File: config.mk
export PLATFORM = sky130hd
export DESIGN_NAME = trap_ctrl
export DESIGN_NICKNAME = d
export VERILOG_FILES = /design/src/rtl/trap_ctrl.sv
export SDC_FILE = /design/constraint.sdc
export NUM_CORES = 1
export LEC_CHECK = 0
export CAP_MARGIN = 20
export CORE_AREA = 8 8 187 189
export DETAILED_ROUTE_END_ITERATION = 16
export DIE_AREA = 0 0 195 197
export HOLD_SLACK_MARGIN = 0.08
export PLACE_DENSITY_LB_ADDON = 0.1
export SLEW_MARGIN = 20
export SYNTH_ARGS = -nofsm -noshare
export SYNTH_HDL_FRONTEND = slang
export SYNTH_SLANG_ARGS = --single-unit
export TNS_END_PERCENT = 1
File: constraint.sdc
create_clock -name clk -period 2.5 [get_ports clk]
set_input_delay 0.5 -clock clk [delete_from_list [all_inputs] [get_ports clk]]
set_output_delay 0.5 -clock clk [all_outputs]
set_load 0.01 [all_outputs]
File: src/rtl/trap_ctrl.sv
// Trap controller: classifies retiring instructions, saves trap CSRs,
// issues fetch redirects and latches the simulation-end halt status.
module trap_ctrl #(
  parameter logic [31:0] RESET_MTVEC = 32'h00000000
) (
  input  logic        clk,
  input  logic        rst,
  input  logic        commit_valid,
  input  logic [31:0] commit_pc,
  input  logic [31:0] commit_instr,
  output logic        commit_ready,
  output logic        redirect_valid,
  output logic [31:0] redirect_pc,
  input  logic        redirect_ready,
  input  logic        csr_we,
  input  logic [11:0] csr_addr,
  input  logic [31:0] csr_wdata,
  output logic [31:0] csr_rdata,
  output logic        halt,
  output logic [1:0]  halt_code,
  output logic [31:0] halt_pc,
  output logic [31:0] trap_count
);

  typedef enum logic [1:0] {IDLE, SAVE, REDIRECT, HALTED} state_t;
  typedef enum logic [2:0] {K_NONE, K_EBREAK, K_ECALL, K_MRET, K_ILLEGAL} kind_t;

  localparam logic [11:0] A_MTVEC  = 12'h305;
  localparam logic [11:0] A_MEPC   = 12'h341;
  localparam logic [11:0] A_MCAUSE = 12'h342;
  localparam logic [11:0] A_MTVAL  = 12'h343;

  state_t      state;
  kind_t       kind;
  logic        legal_op;
  logic        accept;
  logic        hw_owns;
  logic [31:0] csr_wdata_al;
  logic [31:0] mtvec, mepc, mcause, mtval;
  logic [31:0] save_pc, save_cause, save_tval;

  assign commit_ready = (state == IDLE) && !rst;
  assign accept       = commit_valid && commit_ready;
  assign hw_owns      = (state == SAVE);
  assign csr_wdata_al = {csr_wdata[31:2], 2'b00};

  always_comb begin
    case (commit_instr[6:0])
      7'b0110111, 7'b0010111, 7'b1101111, 7'b1100111,
      7'b0010011, 7'b0110011, 7'b0100011, 7'b0001111,
      7'b1110011, 7'b0000011, 7'b1100011: legal_op = 1'b1;
      default:                            legal_op = 1'b0;
    endcase
  end

  always_comb begin
    kind = K_NONE;
    if (commit_instr == 32'h00100073)      kind = K_EBREAK;
    else if (commit_instr == 32'h00000073) kind = K_ECALL;
    else if (commit_instr == 32'h30200073) kind = K_MRET;
    else if (!legal_op)                    kind = K_ILLEGAL;
  end

  always_comb begin
    case (csr_addr)
      A_MTVEC:  csr_rdata = mtvec;
      A_MEPC:   csr_rdata = mepc;
      A_MCAUSE: csr_rdata = mcause;
      A_MTVAL:  csr_rdata = mtval;
      default:  csr_rdata = '0;
    endcase
  end

  always_ff @(posedge clk) begin
    if (rst) begin
      state          <= IDLE;
      mtvec          <= RESET_MTVEC;
      mepc           <= '0;
      mcause         <= '0;
      mtval          <= '0;
      trap_count     <= '0;
      halt           <= 1'b0;
      halt_code      <= 2'b00;
      halt_pc        <= '0;
      redirect_valid <= 1'b0;
      redirect_pc    <= '0;
      save_pc        <= '0;
      save_cause     <= '0;
      save_tval      <= '0;
    end else begin
      // Software writes to registers the SAVE cycle updates are dropped.
      if (csr_we && state != HALTED) begin
        case (csr_addr)
          A_MTVEC:  mtvec <= csr_wdata_al;
          A_MEPC:   if (!hw_owns) mepc <= csr_wdata_al;
          A_MCAUSE: if (!hw_owns) mcause <= csr_wdata;
          A_MTVAL:  if (!hw_owns) mtval <= csr_wdata;
          default:  ;
        endcase
      end
      case (state)
        IDLE: begin
          if (accept) begin
            case (kind)
              K_EBREAK: begin
                halt      <= 1'b1;
                halt_code <= 2'b01;
                halt_pc   <= commit_pc;
                state     <= HALTED;
              end
              K_ECALL: begin
                save_pc    <= commit_pc;
                save_cause <= 32'd11;
                save_tval  <= '0;
                state      <= SAVE;
              end
              K_MRET: begin
                redirect_pc    <= mepc;
                redirect_valid <= 1'b1;
                state          <= REDIRECT;
              end
              K_ILLEGAL: begin
                if (mtvec != '0) begin
                  save_pc    <= commit_pc;
                  save_cause <= 32'd2;
                  save_tval  <= commit_instr;
                  state      <= SAVE;
                end else begin
                  halt      <= 1'b1;
                  halt_code <= 2'b10;
                  halt_pc   <= commit_pc;
                  state     <= HALTED;
                end
              end
              default: ;
            endcase
          end
        end
        SAVE: begin
          mepc           <= save_pc;
          mcause         <= save_cause;
          mtval          <= save_tval;
          trap_count     <= trap_count + 32'd1;
          redirect_pc    <= {mtvec[31:2], 2'b00};
          redirect_valid <= 1'b1;
          state          <= REDIRECT;
        end
        REDIRECT: begin
          if (redirect_ready) begin
            redirect_valid <= 1'b0;
            state          <= IDLE;
          end
        end
        HALTED: ;
        default: state <= IDLE;
      endcase
    end
  end

endmodule

==> results.sh <==
export IMPL_port_buffers=245
export IMPL_cts_buffers=35
export IMPL_path_cells="buf_6 > or4_4 > nor4b_4 > buf_4 > clkbuf_16 > buf_12 > buf_8 > a221o_1 > buf_6"
export IMPL_vdd_drop_max_uv=412.1
export IMPL_setup_tns_ns=-4.650
export IMPL_min_period_over_period=1.090
export IMPL_first_pass_iters=5
export IMPL_cts_htree_levels=2
export IMPL_io_pins=246
export IMPL_postRouteAntennaNets=0
export IMPL_finalSetupViolCount=32
export IMPL_muxShareOfSynthArea=0.08223
export IMPL_track_usage=0.2279
export IMPL_grt_overflow=0
export IMPL_finalNonFillerCells=2195
export IMPL_max_freq_mhz=366.8
export IMPL_synthAdderAreaFrac=0.005930
export IMPL_synth_warnings=0
export IMPL_yosysMostFrequentCell="dfxtp_1"
export IMPL_ys_ff_latch=294
export IMPL_drcViolationCount=0
export IMPL_synth_edff_count=0
export IMPL_crit_type="input pin to output port"
export IMPL_synth_distinct_cells=54
export IMPL_fin_nets=1883
export IMPL_clock_path_buffers=3
export IMPL_cp_slowest_stage_delay_ns=0.55
export IMPL_num_vias=12230
export IMPL_wl_per_cell_um=21.30
export IMPL_cts_sinks=294
export IMPL_p_per_area_nw_per_um2=761.9
export IMPL_fp_dieArea_sq_um=38420
export IMPL_start_kind="input pin"
export IMPL_cts_root_buf="clkbuf_16"
export IMPL_violations="setup timing"
export IMPL_nFillCells=2992
export IMPL_ys_flop_type="dfxtp_1"
export IMPL_yosys_area_top_type_share=0.4649
export IMPL_viasPerCell=5.570
export IMPL_area_delta_synth_final_pct=37.83
export IMPL_hpwl_um=32540
export IMPL_hold_viol_final=0
export IMPL_placed_cells=2119
export IMPL_crit_fanout=4
export IMPL_grt_pass1_vias=11640
export IMPL_die_x_um=195
export IMPL_cap_viol_max_count=0
export IMPL_synth_compound_area_frac=0.1931
export IMPL_routabilityCongestion=0.8690
export IMPL_relSlewSlack=0.3900
export IMPL_power_leakage_nw=6.323
export IMPL_ys_seq_area_frac=0.4649
export IMPL_grt_pass1_wl_um=69460
export IMPL_totalWireLength_um=46750
export IMPL_synth_area_leaders="dfxtp_1 (46%), nand2_1 (7.7%), a21oi_1 (6.9%)"
export IMPL_drt_iter0_markers=962
export IMPL_cp_common_cell="buf_6"
export IMPL_total_power_mw=13.29
export IMPL_min_period_ns=2.726
export IMPL_syn_nets=1616
export IMPL_netlist_top_cells_count="dfxtp_1 (294), nand2_1 (259), a21oi_1 (174)"
export IMPL_hold_path_class="input pin to register"
export IMPL_clock_skew_ns=0.01895
export IMPL_clkLatencyLatePin_ns=0.51
export IMPL_ys_async_sr_fraction=0
export IMPL_core_area_sq_um=32040
export IMPL_cts_tree="yes"
export IMPL_antenna_cells=0
export IMPL_rsz0062_at_grt="true"
export IMPL_slew_violations=0
export IMPL_cts_hold_buffers=0
export IMPL_fin_ws_ns=-0.2260
export IMPL_antenna_found_initial=0
export IMPL_synth_xor_area_frac=0.01937
export IMPL_arrival_ns=2.23
export IMPL_syn_inst=1497
export IMPL_crit_slowest_cell="or4_4"
export IMPL_yosys_area_top_type="dfxtp_1"
export IMPL_grt_max_degree=80
export IMPL_syn_area_sq_um=12660
export IMPL_yosys_area_share_simple=0.1901
export IMPL_row_count=66
export IMPL_required_ns=2.00
export IMPL_synth_top_family_by_area="compound AO/OA/AOI/OAI gates"
export IMPL_end_kind="output port"
export IMPL_die_h_um=197
export IMPL_floorplan_initialDensity=0.3951
export IMPL_drive_above_1_share=0.1466
export IMPL_syn_avg_cell_area_sq_um=8.457
export IMPL_clkTransAtPathRegs_ns=0.06
export IMPL_status="finished, violations left"
export IMPL_worst_slew_pin_slew_ns=0.9150
cell usage in the layout, fill, tap and decap left out, drive strengths merged, types with 8 or more instances in the layout:
cell type	synthesis	final
a22o	32	32
mux2	32	32
a211oi	30	30
clkdlybuf4s50	0	202
a311oi	31	31
nor4	15	15
nor3	8	8
mux2i	68	68
nor2	140	140
inv	10	10
nand4	11	11
nand2	260	260
a21oi	174	174
dfxtp	294	294
buf	34	142
a221o	31	31
clkbuf	90	56
o21ai	71	71
xor2	21	21
nand3	80	80
worst paths after layout:
kind,from,endpoint,slack (ns),cells past startpoint
min reg2reg,mcause[14]$_SDFFE_PP0P_,mcause[14]$_SDFFE_PP0P_,0.45,2
max reg2reg,mtvec[2]$_SDFFE_PP0P_,save_pc[14]$_SDFFE_PP0P_,0.22,9
max,csr_addr[4],csr_rdata[21],-0.23,9
min,rst,mtvec[27]$_SDFFE_PP0P_,0.24,2
stage by stage:
step	setup WS [ns]	utilization	hold slack, ns	instance area [sq um]
2_1_floorplan	0.02441	-	0.4312	12660
3_3_place_gp	-0.8036	0.5009	0.4366	16050
3_5_place_dp	-0.8179	0.5009	0.4423	16050
4_1_cts	-0.3688	0.5391	0.2292	17270
5_1_grt	-0.2684	0.5446	0.2402	17450
6_report	-0.2260	0.5446	0.2400	17450
cell type report:
class / instances / area (sq um) / share of cell area
inverter: 10 / 37.54 / 0.002151
multi-input combinational: 1069 / 6311 / 0.3617
clock buffer: 53 / 1096 / 0.06281
clock inverter: 7 / 87.58 / 0.005019
tap: 408 / 510.5 / 0.02926
sequential: 294 / 5887 / 0.3374
timing repair buffer: 354 / 3520 / 0.2017
flip-flops by register name, summed over array words and instances, names as in the netlist, 2 cells and up:
name / count
mcause: 32
halt_code: 2
trap_count: 32
mtvec: 30
save_cause: 2
state: 2
save_tval: 32
redirect_pc: 32
halt_pc: 32
save_pc: 32
mepc: 32
mtval: 32
report_power, final:
group          internal [mW]  leakage, nW  total [mW]  switching (mW)
combinational           1.20         3.36        2.69            1.50
clock                   3.22        0.585        5.18            1.96
sequential              5.10         2.38        5.42           0.323
total                   9.52         6.32        13.3            3.78
routing by layer:
layer | share of wire | GRT usage | up-vias
met4 | 0.021 | 0.05503 | 0
met1 | 0.42 | 0.2823 | 5899
met2 | 0.50 | 0.4052 | 420
met5 | 0 | 0 | -
li1 | - | - | 5840
met3 | 0.061 | 0.04179 | 67
logic make-up after synthesis:
family,count (synthesis)
XOR/XNOR,28
flip-flops,294
buffers and inverters,134
adder cells (fa/ha/maj),6
multiplexers,100
AO/OA/AOI/OAI,384
AND/OR/NAND/NOR,551
critical path, delay by kind of cell:
kind	cells	cell delay [ns]
buffers and inverters	6	0.74
and+or+nand+nor	2	0.83
AOI/OAI and AO/OA	1	0.16
what timing repair did:
| item | 4_1_cts | 5_1_grt |
|---|---|---|
| pin swaps | 20 | 6 |
| gates cloned | 1 | 2 |
| setup buffers | 8 | 6 |
| endpoints found under the setup margin | 33 | 72 |
| gates resized for setup | 162 | 23 |
| hold endpoints to repair | 0 | 0 |
Note: power is estimated with default switching activity, not from simulation.
